<file path="src/rtl/ws2812_rx_pkg.sv">
// ----------------------------------------------------------------------------
// ws2812_rx_pkg
//   Timing constants shared by the WS2812 strip driver and receiver, plus the
//   receiver state encoding. All times are in clk cycles unless noted.
// ----------------------------------------------------------------------------
package ws2812_rx_pkg;

   // Driver-side pulse shapes.
   localparam int ZERO_PULSE_TIME  = 20;
   localparam int ONE_PULSE_TIME   = 50;
   localparam int TOTAL_PULSE_TIME = 70;
   localparam int RESET_PULSE_TIME = 50000;

   // Receiver-side decision points.
   // BIT_THRESHOLD sits between ZERO_PULSE_TIME and ONE_PULSE_TIME.
   localparam int BIT_THRESHOLD   = 35;
   // Low time that ends a frame: 50 us at 50 MHz.
   localparam int RESET_THRESHOLD = 2500;

   typedef enum logic [1:0] {
      SYNC = 2'd0,  // waiting for a full reset gap before decoding
      IDLE = 2'd1,  // line low, between bits or frames
      HIGH = 2'd2   // measuring a high pulse
   } rx_state_e;

endpackage

</file>
<file path="src/rtl/ws2812_rx_if.sv">
// ----------------------------------------------------------------------------
// ws2812_rx_if
//   Byte write port from the WS2812 receiver into a BRAM.
//   mem_we   : one-cycle write strobe
//   mem_addr : byte address within the frame
//   mem_din  : decoded byte
//   master = receiver (drives the port), slave = memory.
// ----------------------------------------------------------------------------
interface ws2812_rx_if #(
   parameter int ADDRESS_WIDTH = 13
);
   logic                     mem_we;
   logic [ADDRESS_WIDTH-1:0] mem_addr;
   logic [7:0]               mem_din;

   modport master (output mem_we, output mem_addr, output mem_din);
   modport slave  (input  mem_we, input  mem_addr, input  mem_din);
endinterface

</file>
<file path="src/rtl/ws2812_rx_sync_edge_detect.sv">
// ----------------------------------------------------------------------------
// sync_edge_detect
//   Two-flop synchronizer for an asynchronous input, plus a third delayed
//   flop for edge detection. rise/fall are single-cycle pulses derived from
//   the synchronized level.
//   clk, rst_n : clock, asynchronous active-low reset
//   din        : asynchronous input
//   level      : synchronized din
//   rise, fall : one-cycle edge pulses of level
// ----------------------------------------------------------------------------
module sync_edge_detect (
   input  logic clk,
   input  logic rst_n,
   input  logic din,
   output logic level,
   output logic rise,
   output logic fall
);
   logic meta_q;
   logic sync_q;
   logic dly_q;

   // NOTE: sequential state uses non-blocking assignments so every flop
   // samples the pre-edge value of its neighbour.
   always_ff @(posedge clk or negedge rst_n) begin
      if (!rst_n) begin
         meta_q <= 1'b0;
         sync_q <= 1'b0;
         dly_q  <= 1'b0;
      end else begin
         meta_q <= din;
         sync_q <= meta_q;
         dly_q  <= sync_q;
      end
   end

   assign level = sync_q;
   assign rise  =  sync_q & ~dly_q;
   assign fall  = ~sync_q &  dly_q;
endmodule

</file>
<file path="src/rtl/ws2812_rx.sv">
// ----------------------------------------------------------------------------
// ws2812_rx
//   Receives a WS2812 NRZ stream, classifies each high pulse as a 0 or 1 by
//   its length, assembles bytes LSB-first and writes them to a BRAM at an
//   incrementing address. A long low gap ends the frame.
//   clk, rst_n : clock, asynchronous active-low reset
//   din        : asynchronous WS2812 data line
//   mem        : BRAM write port (mem_we / mem_addr / mem_din)
//   frame_done : one-cycle pulse at the end of a non-empty frame
//   byte_count : bytes stored in the last frame, held until the next one
//   err        : sticky pulse-timing / framing error
//   overflow   : sticky, a byte arrived after MAX_BYTES were stored
// ----------------------------------------------------------------------------
module ws2812_rx #(
   parameter int ADDRESS_WIDTH   = 13,
   parameter int MAX_BYTES       = 480,
   parameter int BIT_THRESHOLD   = ws2812_rx_pkg::BIT_THRESHOLD,
   parameter int MIN_HIGH        = 5,
   parameter int MAX_HIGH        = 100,
   parameter int RESET_THRESHOLD = ws2812_rx_pkg::RESET_THRESHOLD
) (
   input  logic                     clk,
   input  logic                     rst_n,
   input  logic                     din,
   ws2812_rx_if.master              mem,
   output logic                     frame_done,
   output logic [ADDRESS_WIDTH-1:0] byte_count,
   output logic                     err,
   output logic                     overflow
);
   import ws2812_rx_pkg::*;

   localparam int HIGH_W = $clog2(MAX_HIGH + 1);
   localparam int LOW_W  = $clog2(RESET_THRESHOLD + 1);

   logic line, rise, fall;

   sync_edge_detect u_sync (
      .clk   (clk),
      .rst_n (rst_n),
      .din   (din),
      .level (line),
      .rise  (rise),
      .fall  (fall)
   );

   rx_state_e                state_q, state_d;
   logic [HIGH_W-1:0]        high_cnt_q, high_cnt_d;
   logic [LOW_W-1:0]         low_cnt_q, low_cnt_d;
   logic [7:0]               shift_q, shift_d;
   logic [2:0]               bit_idx_q, bit_idx_d;
   logic [ADDRESS_WIDTH-1:0] wr_addr_q, wr_addr_d;
   logic                     mem_we_q, mem_we_d;
   logic [ADDRESS_WIDTH-1:0] mem_addr_q, mem_addr_d;
   logic [7:0]               mem_din_q, mem_din_d;
   logic                     frame_done_q, frame_done_d;
   logic [ADDRESS_WIDTH-1:0] byte_count_q, byte_count_d;
   logic                     err_q, err_d;
   logic                     overflow_q, overflow_d;

   logic [HIGH_W-1:0] high_inc;
   logic [LOW_W-1:0]  low_inc;

   // Saturating increments: the counters park at all-ones, never wrap.
   assign high_inc = (high_cnt_q == '1) ? high_cnt_q : high_cnt_q + HIGH_W'(1);
   assign low_inc  = (low_cnt_q  == '1) ? low_cnt_q  : low_cnt_q  + LOW_W'(1);

   always_comb begin
      // NOTE: every signal gets a default first so no path can infer a latch.
      state_d      = state_q;
      high_cnt_d   = high_cnt_q;
      low_cnt_d    = low_cnt_q;
      shift_d      = shift_q;
      bit_idx_d    = bit_idx_q;
      wr_addr_d    = wr_addr_q;
      mem_we_d     = 1'b0;
      mem_addr_d   = mem_addr_q;
      mem_din_d    = mem_din_q;
      frame_done_d = 1'b0;
      byte_count_d = byte_count_q;
      err_d        = err_q;
      overflow_d   = overflow_q;

      unique case (state_q)
         SYNC: begin
            if (line) begin
               low_cnt_d = '0;
            end else begin
               low_cnt_d = low_inc;
               // Silent entry into decoding: any bytes seen before the first
               // complete gap belong to a frame we joined mid-way.
               if (low_inc == LOW_W'(RESET_THRESHOLD)) begin
                  state_d   = IDLE;
                  wr_addr_d = '0;
                  bit_idx_d = '0;
               end
            end
         end

         IDLE: begin
            if (rise) begin
               high_cnt_d = '0;
               state_d    = HIGH;
            end else if (!line) begin
               low_cnt_d = low_inc;
               // Fires only on the step onto the threshold, so once per gap;
               // the count keeps climbing past it afterwards.
               if (low_cnt_q == LOW_W'(RESET_THRESHOLD - 1)) begin
                  if (bit_idx_q != 3'd0) err_d = 1'b1;
                  if (wr_addr_q != '0) begin
                     frame_done_d = 1'b1;
                     byte_count_d = wr_addr_q;
                  end
                  wr_addr_d = '0;
                  bit_idx_d = '0;
               end
            end
         end

         HIGH: begin
            if (fall) begin
               state_d   = IDLE;
               low_cnt_d = '0;
               if (high_cnt_q < HIGH_W'(MIN_HIGH)) begin
                  err_d = 1'b1;  // glitch: bit dropped
               end else begin
                  shift_d[bit_idx_q] = (high_cnt_q >= HIGH_W'(BIT_THRESHOLD));
                  if (bit_idx_q == 3'd7) begin
                     bit_idx_d = '0;
                     if (wr_addr_q == ADDRESS_WIDTH'(MAX_BYTES)) begin
                        overflow_d = 1'b1;
                     end else begin
                        mem_we_d   = 1'b1;
                        mem_addr_d = wr_addr_q;
                        mem_din_d  = shift_d;
                        wr_addr_d  = wr_addr_q + ADDRESS_WIDTH'(1);
                     end
                  end else begin
                     bit_idx_d = bit_idx_q + 3'd1;
                  end
               end
            end else begin
               high_cnt_d = high_inc;
               if (high_inc == HIGH_W'(MAX_HIGH)) begin
                  err_d     = 1'b1;
                  bit_idx_d = '0;
                  low_cnt_d = '0;
                  state_d   = SYNC;
               end
            end
         end

         default: state_d = SYNC;
      endcase
   end

   always_ff @(posedge clk or negedge rst_n) begin
      if (!rst_n) begin
         state_q      <= SYNC;
         high_cnt_q   <= '0;
         low_cnt_q    <= '0;
         shift_q      <= '0;
         bit_idx_q    <= '0;
         wr_addr_q    <= '0;
         mem_we_q     <= 1'b0;
         mem_addr_q   <= '0;
         mem_din_q    <= '0;
         frame_done_q <= 1'b0;
         byte_count_q <= '0;
         err_q        <= 1'b0;
         overflow_q   <= 1'b0;
      end else begin
         state_q      <= state_d;
         high_cnt_q   <= high_cnt_d;
         low_cnt_q    <= low_cnt_d;
         shift_q      <= shift_d;
         bit_idx_q    <= bit_idx_d;
         wr_addr_q    <= wr_addr_d;
         mem_we_q     <= mem_we_d;
         mem_addr_q   <= mem_addr_d;
         mem_din_q    <= mem_din_d;
         frame_done_q <= frame_done_d;
         byte_count_q <= byte_count_d;
         err_q        <= err_d;
         overflow_q   <= overflow_d;
      end
   end

   assign mem.mem_we   = mem_we_q;
   assign mem.mem_addr = mem_addr_q;
   assign mem.mem_din  = mem_din_q;
   assign frame_done   = frame_done_q;
   assign byte_count   = byte_count_q;
   assign err          = err_q;
   assign overflow     = overflow_q;
endmodule

</file>
<file path="src/flat_wrapper.sv">
// flat-port wrapper written by rule: the top's interface ports become plain ports
module ws2812_rx_flat import ws2812_rx_pkg::*;
#(
   parameter int ADDRESS_WIDTH   = 13,
   parameter int MAX_BYTES       = 480,
   parameter int BIT_THRESHOLD   = ws2812_rx_pkg::BIT_THRESHOLD,
   parameter int MIN_HIGH        = 5,
   parameter int MAX_HIGH        = 100,
   parameter int RESET_THRESHOLD = ws2812_rx_pkg::RESET_THRESHOLD
)
  (clk, rst_n, din, frame_done, byte_count, err, overflow, mem_mem_we, mem_mem_addr, mem_mem_din);
  ws2812_rx_if #(.ADDRESS_WIDTH(ADDRESS_WIDTH)) mem_i ();
  input  logic clk;
  input  logic rst_n;
  input  logic din;
  output logic frame_done;
  output logic [ADDRESS_WIDTH-1:0] byte_count;
  output logic err;
  output logic overflow;
  output wire logic [$bits(mem_i.mem_we)-1:0] mem_mem_we;
  output wire logic [$bits(mem_i.mem_addr)-1:0] mem_mem_addr;
  output wire logic [$bits(mem_i.mem_din)-1:0] mem_mem_din;
  assign mem_mem_we = mem_i.mem_we;
  assign mem_mem_addr = mem_i.mem_addr;
  assign mem_mem_din = mem_i.mem_din;
  ws2812_rx #(.ADDRESS_WIDTH(ADDRESS_WIDTH), .MAX_BYTES(MAX_BYTES), .BIT_THRESHOLD(BIT_THRESHOLD), .MIN_HIGH(MIN_HIGH), .MAX_HIGH(MAX_HIGH), .RESET_THRESHOLD(RESET_THRESHOLD)) u_core (.clk(clk), .rst_n(rst_n), .din(din), .mem(mem_i), .frame_done(frame_done), .byte_count(byte_count), .err(err), .overflow(overflow));
endmodule
</file>
<file path="config.mk">
export PLATFORM = sky130hd
export DESIGN_NAME = ws2812_rx_flat
export DESIGN_NICKNAME = d
export VERILOG_FILES = /design/src/rtl/ws2812_rx_pkg.sv /design/src/rtl/ws2812_rx_if.sv /design/src/rtl/ws2812_rx_sync_edge_detect.sv /design/src/rtl/ws2812_rx.sv /design/src/flat_wrapper.sv
export SDC_FILE = /design/constraint.sdc
export NUM_CORES = 1
export LEC_CHECK = 0
export ABC_AREA = 1
export CORE_UTILIZATION = 58
export CTS_CLUSTER_DIAMETER = 150
export CTS_CLUSTER_SIZE = 25
export DETAILED_ROUTE_END_ITERATION = 12
export PLACE_DENSITY = 0.89
export RECOVER_POWER = 100
export SKIP_LAST_GASP = 1
export SLEW_MARGIN = 20
export SYNTH_ARGS = -nofsm -noshare
export SYNTH_HDL_FRONTEND = slang
export SYNTH_SLANG_ARGS = --single-unit
export TNS_END_PERCENT = 100
</file>
<file path="constraint.sdc">
create_clock -name clk -period 2.5 [get_ports clk]
set_input_delay 0.25 -clock clk [delete_from_list [all_inputs] [get_ports clk]]
set_output_delay 0.25 -clock clk [all_outputs]
set_load 0.01 [all_outputs]
</file>
Yosys cells after proc, flatten, opt, wreduce, memory -nomap -nowiden

Index checks and enable logic that the tools add are counted.

Reduce and logical (&&, ||, !) cells: 16
Eq/ne operators: 24
Bitwise gates (word level): 7
$add $sub $neg: 4
Order comparisons: 4
Multiplexer cells: 58

Operator list:

| kind                                                              | count |
|---|---|
| 13-bit 2-to-1 mux                                                 | 9 |
| 12-bit 2-to-1 mux                                                 | 6 |
| 13-bit case mux with 3 select lines                               | 1 |
| 12-bit == test (second input constant)                            | 3 |
| 12-bit case mux with 3 select lines                               | 1 |
| 3-bit 2-to-1 mux                                                  | 9 |
| 7-bit 2-to-1 mux                                                  | 3 |
| 1-bit 2-to-1 mux                                                  | 18 |
| 5-bit AND reduction                                               | 3 |
| 7-bit == test (second input constant)                             | 2 |
| 7-bit case mux with 2 select lines                                | 1 |
| 13-bit by 1-bit adder with 13-bit output (second input constant)  | 1 |
| 13-bit by 9-bit == test with 1-bit output (second input constant) | 1 |
| 13-bit nonzero test                                               | 1 |
| 12-bit by 1-bit adder with 12-bit output (second input constant)  | 1 |
| 2-bit by 1-bit != test with 1-bit output (second input constant)  | 6 |
| 2-bit != test (second input constant)                             | 6 |
| 2-bit 2-to-1 mux                                                  | 5 |
| 10-bit AND reduction                                              | 1 |
| 3-bit case mux with 3 select lines                                | 1 |
| 8-bit bitwise mux                                                 | 1 |
| 4-bit AND reduction                                               | 2 |
| 8-bit AND reduction                                               | 1 |
| 7-bit by 1-bit adder with 7-bit output (second input constant)    | 1 |
| other kinds (21)                                                  | 29 |

Output and inout bits: 38
Flip-flop bits (word level): 86

Longest topological paths before layout

Depth in word-level cells: 6
Mapped depth: 15
Depth with buffers taken out: 14

Hierarchy

A second synthesis with hierarchy kept.

Cell total of the unflattened synthesis: 604
Area total of the unflattened synthesis: 4588.2 µm²

Modules (own cells, without submodules):

| module           | sequential area each (µm²) | times used | cells each | area each (µm²) |
|---|---|---|---|---|
| ws2812_rx        | 2077.0                     | 1          | 597        | 4498.1 |
| sync_edge_detect | 75.1                       | 1          | 7          | 90.1 |

Worst setup path after synthesis

OpenSTA, ideal clock, no wires.

Path type: register -> register
Start point: reg u_core.low_cnt_q[0]
End point: reg u_core.wr_addr_q[11]
Required time: 2382 ps
Clock period less this slack: 1949 ps
Setup time: 118 ps
Setup slack: 551 ps
Cell stages (with the launch flop): 16
Arrival time: 1831 ps
Cells stage by stage: dfrtp_1 > ha_1 > nand2_2 > nor2_4 > nand3_2 > buf_6 > nand2_2 > nor2_2 > nand2_2 > nor2_2 > nand2_2 > nand2_4 > nand2_4 > buf_8 > nand2_2 > o21ai_2

Cells in the longest elaborated chain, start to end: 5
Elaborated cells between the ends (all ways): 8

Ends and longest elaborated chain:

| what                                                                              | line             | text |
|---|---|---|
| from (decl)                                                                       | ws2812_rx.sv:49  | `logic [LOW_W-1:0] low_cnt_q, low_cnt_d;` |
| from (signal assigned)                                                            | ws2812_rx.sv:175 | `low_cnt_q <= low_cnt_d;` |
| 12-bit by 1-bit adder with 12-bit output / 12-bit == test (equally long branches) | ws2812_rx.sv:66  | `assign low_inc = (low_cnt_q == '1) ? low_cnt_q : low_cnt_q + LOW_W'(1);` |
| 12-bit 2-to-1 mux                                                                 | ws2812_rx.sv:66  |  |
| 12-bit == test                                                                    | ws2812_rx.sv:92  | `if (low_inc == LOW_W'(RESET_THRESHOLD)) begin` |
| 2-bit by 1-bit != test with 1-bit output (no source line)                         | n/a              |  |
| 10-bit AND reduction (no source line) *                                           | n/a              |  |
| to (signal assigned)                                                              | ws2812_rx.sv:178 | `wr_addr_q <= wr_addr_d;` |
| to (decl)                                                                         | ws2812_rx.sv:52  | `logic [ADDRESS_WIDTH-1:0] wr_addr_q, wr_addr_d;` |

Every way passes the cells marked *; elsewhere a longest branch is shown, timed or not.
A chain may end at the register's enable or synchronous reset.

Final worst setup path

Start point: reg u_core.low_cnt_q[0]
End point: reg u_core.wr_addr_q[3]

The elaborated chain is that of the path after synthesis.

==> impl_metrics.toml <==
[outcome]
status = "finished clean"

[global_routing]
grt_pass1_vias = 3912
grt_usage_pct = 26.64
antenna_found_initial = 0
grt_first_pass_wirelength_mm = 17.88
gr-total-overflow = 0
grt_start_max_net_pins = 51

[clock_tree]
clkTransAtPathRegs_ns = 0.09
insertion_delay_ns = 0.37
clock-sinks = 86
cts_tree = "built"
cts-root-buf = "clkbuf_8"
cts_buffer_depth = 2
htreeDepth = 3
cts-buffers-inserted = 9
post_cts_buffers = 0

[detailed_routing]
post_drt_via_cell_ratio = 5.608
vias = 4122
ant_nets = 0
drtPass1Iterations = 5
drtIter0Drc = 317
routed_wirelength_mm = 10.31
drc = 0
wl_per_cell_um = 14.03

[worst_setup_path]
cp-end-kind = "register"
path_cells = "ha_1 -> nand2_2 -> nor2_4 -> xnor2_1 -> nand2_2 -> nor2_1 -> nand2_1 -> nor2_2 -> nand2_2 -> nand2_4 -> nand2_8 -> nand2_1 -> o21ai_2"
r2r_slack_ns = 0.22
crit_slowest_cell = "dfrtp_1"
startpoint_type = "register"
setup.worst_path.class = "register to register"
cpPeakStageDelay_ns = 0.44
critPathRequiredTime_ns = 2.77
crit_fanout = 25
crit_top_cell = "nand2_2"
cp_data_arrival_time_ns = 2.55

[sta]
fin_skew_ns = 0.01567
period_share_pct = 91.25
max-slew-margin-rel_pct = 37.21
layout_setup_ws_ns = 0.2188
post-route-min-period_ns = 2.281
fmax_mhz = 438.4
setup_viol_count_final = 0
worst_pin_slew_ns = 0.9418
slew_viol_final = 0
hold_viol_final = 0

[placement]
placed_area_mm2 = 0.005146
place_ws_ns = 0.03637
place.gp.congestion = 0.9003
dpl.hpwl_mm = 7.319
port_buffers = 40

[layout]
final_net_count = 643
layout-drive-gt1-share_pct = 11.22
fin_util_pct = 69.73
multi_input_area_mm2 = 0.002227
diodes = 0
layout_common_cells = "nand2_1, dfrtp_1, inv_1, o21ai_0"
fill_cells = 586
synthToLayoutAreaGrowth_pct = 16.00
fin_area_mm2 = 0.005416
final_common_cell = "nand2_1"
regArea_mm2 = 0.002152

[die]
die_w_um = 91.73
row_count = 32
pin_count = 41
dieArea_mm2 = 0.008413
die_y_um = 91.73
start_util_pct = 60.12
coreArea_mm2 = 0.007767

[pwr]
ir_drop_mv = 0.3555
p_leak_nw = 2.579
p_per_area_mw_per_mm2 = 497.3

[logic_synthesis]
syn_nets = 600
synth.distinct_cells = 38
ys_warn_count = 0
synthCells = 585
syn_avg_cell_area_um2 = 7.982
synth-seq-cells = 86
seq_area_frac_synth_pct = 46.09
syn_area_mm2 = 0.004669

[run]
cap_violations = 0

[hold_path]
hold_class = "register to register"
-- sequential cells by signal, indices dropped and copies added, names as in the netlist --
signal,flops
u_core.mem.mem_we,1
u_core.bit_idx_q,3
u_core.wr_addr_q,13
u_core.mem.mem_addr,13
u_core.mem.mem_din,8
u_core.u_sync.dly_q,1
u_core.err,1
u_core.byte_count,13
u_core.u_sync.meta_q,1
u_core.u_sync.level,1
u_core.high_cnt_q,7
u_core.frame_done,1
u_core.overflow,1
u_core.low_cnt_q,12
u_core.state_q,2
u_core.shift_q,8
-- through the flow --
stage / TNS [ns] / instances / power (mW) / hold WS [ns]
after detailed placement: 0 / 718 / 1.502 / 0.2570
after CTS: 0 / 735 / 2.714 / 0.3075
after global placement: 0 / 718 / 1.499 / 0.2517
after floorplan: 0 / 585 / 1.459 / -0.04559
final: 0 / 735 / 2.694 / 0.3623
after global routing: -0.005836 / 735 / 2.781 / 0.3772
-- cells by family after synthesis --
group	count (synthesis)	share of synthesized area, %
xor gates and xnor gates	4	0.7504
adders and majority gates	12	3.215
AOI/OAI and AO/OA	101	12.70
DFF	86	46.09
buffers and inverters	73	6.779
and+or+nand+nor	309	30.47
-- critical path, delay by kind of cell (launching register included) --
kind,cells,cell delay (ns)
simple gates,10,1.24
compound gates,1,0.06
xor+xnor,1,0.17
flops,1,0.44
fa+ha+maj,1,0.27
-- metal layers --
layer / share of wire [%] / track usage (%) / vias to the layer above
li1: - / - / 2009
met1: 45 / 35.23 / 1958
met2: 49 / 43.23 / 132
met3: 4.7 / 6.219 / 23
met4: 1.8 / 9.245 / 0
met5: 0 / 0 / -
-- cells in the mapped netlist, drive strengths merged --
cell,instances,area share (%)
a21oi,8,0.86
a22o,1,0.19
a31oi,2,0.27
a32oi,1,0.19
buf,6,1.4
clkbuf,7,0.56
clkinv,1,0.080
dfrtp,86,46
ha,12,3.2
inv,59,4.7
nand2,188,17
nand3,37,4.2
nand3b,5,0.80
nand4,14,2.0
nor2,49,4.7
nor3,12,1.5
nor4,3,0.40
o211ai,3,0.48
o21a,1,0.16
o21ai,76,9.3
o21bai,3,0.48
o22ai,6,0.80
or3,1,0.13
xnor2,1,0.19
xor2,3,0.56
-- cell type report --
class,instances,share of cell area [%]
clock buffers,9,2.287
clock inverters,7,2.356
inverters,60,4.158
multi-input cells,426,41.12
flip-flops and latches,86,39.73
well taps,102,2.356
repair buffers,45,7.993
-- worst paths after layout --
kind	from	to	cells after the start
max in group asynchronous	rst_n	u_core.shift_q[0]	3
setup reg to reg	u_core.low_cnt_q[0]	u_core.wr_addr_q[3]	13
hold reg to reg	u_core.u_sync.meta_q	u_core.u_sync.level	0
setup / recovery	u_core.low_cnt_q[0]	u_core.wr_addr_q[3]	13
min in group asynchronous	rst_n	u_core.low_cnt_q[4]	2
hold / removal	u_core.u_sync.meta_q	u_core.u_sync.level	0
-- power breakdown --
part / leakage [nW] / internal, mW / switching (mW)
clock: 0.126 / 0.679 / 0.545
sequential: 1.19 / 1.40 / 0.00816
combinational: 1.26 / 0.0169 / 0.0488
-- repair_timing --
action,in CTS,in global routing
endpoints found under the hold margin,36,0
hold buffers,1,0
gates resized for setup,0,4
setup endpoints to repair,0,46
Note: power is estimated with default switching activity, not from simulation.
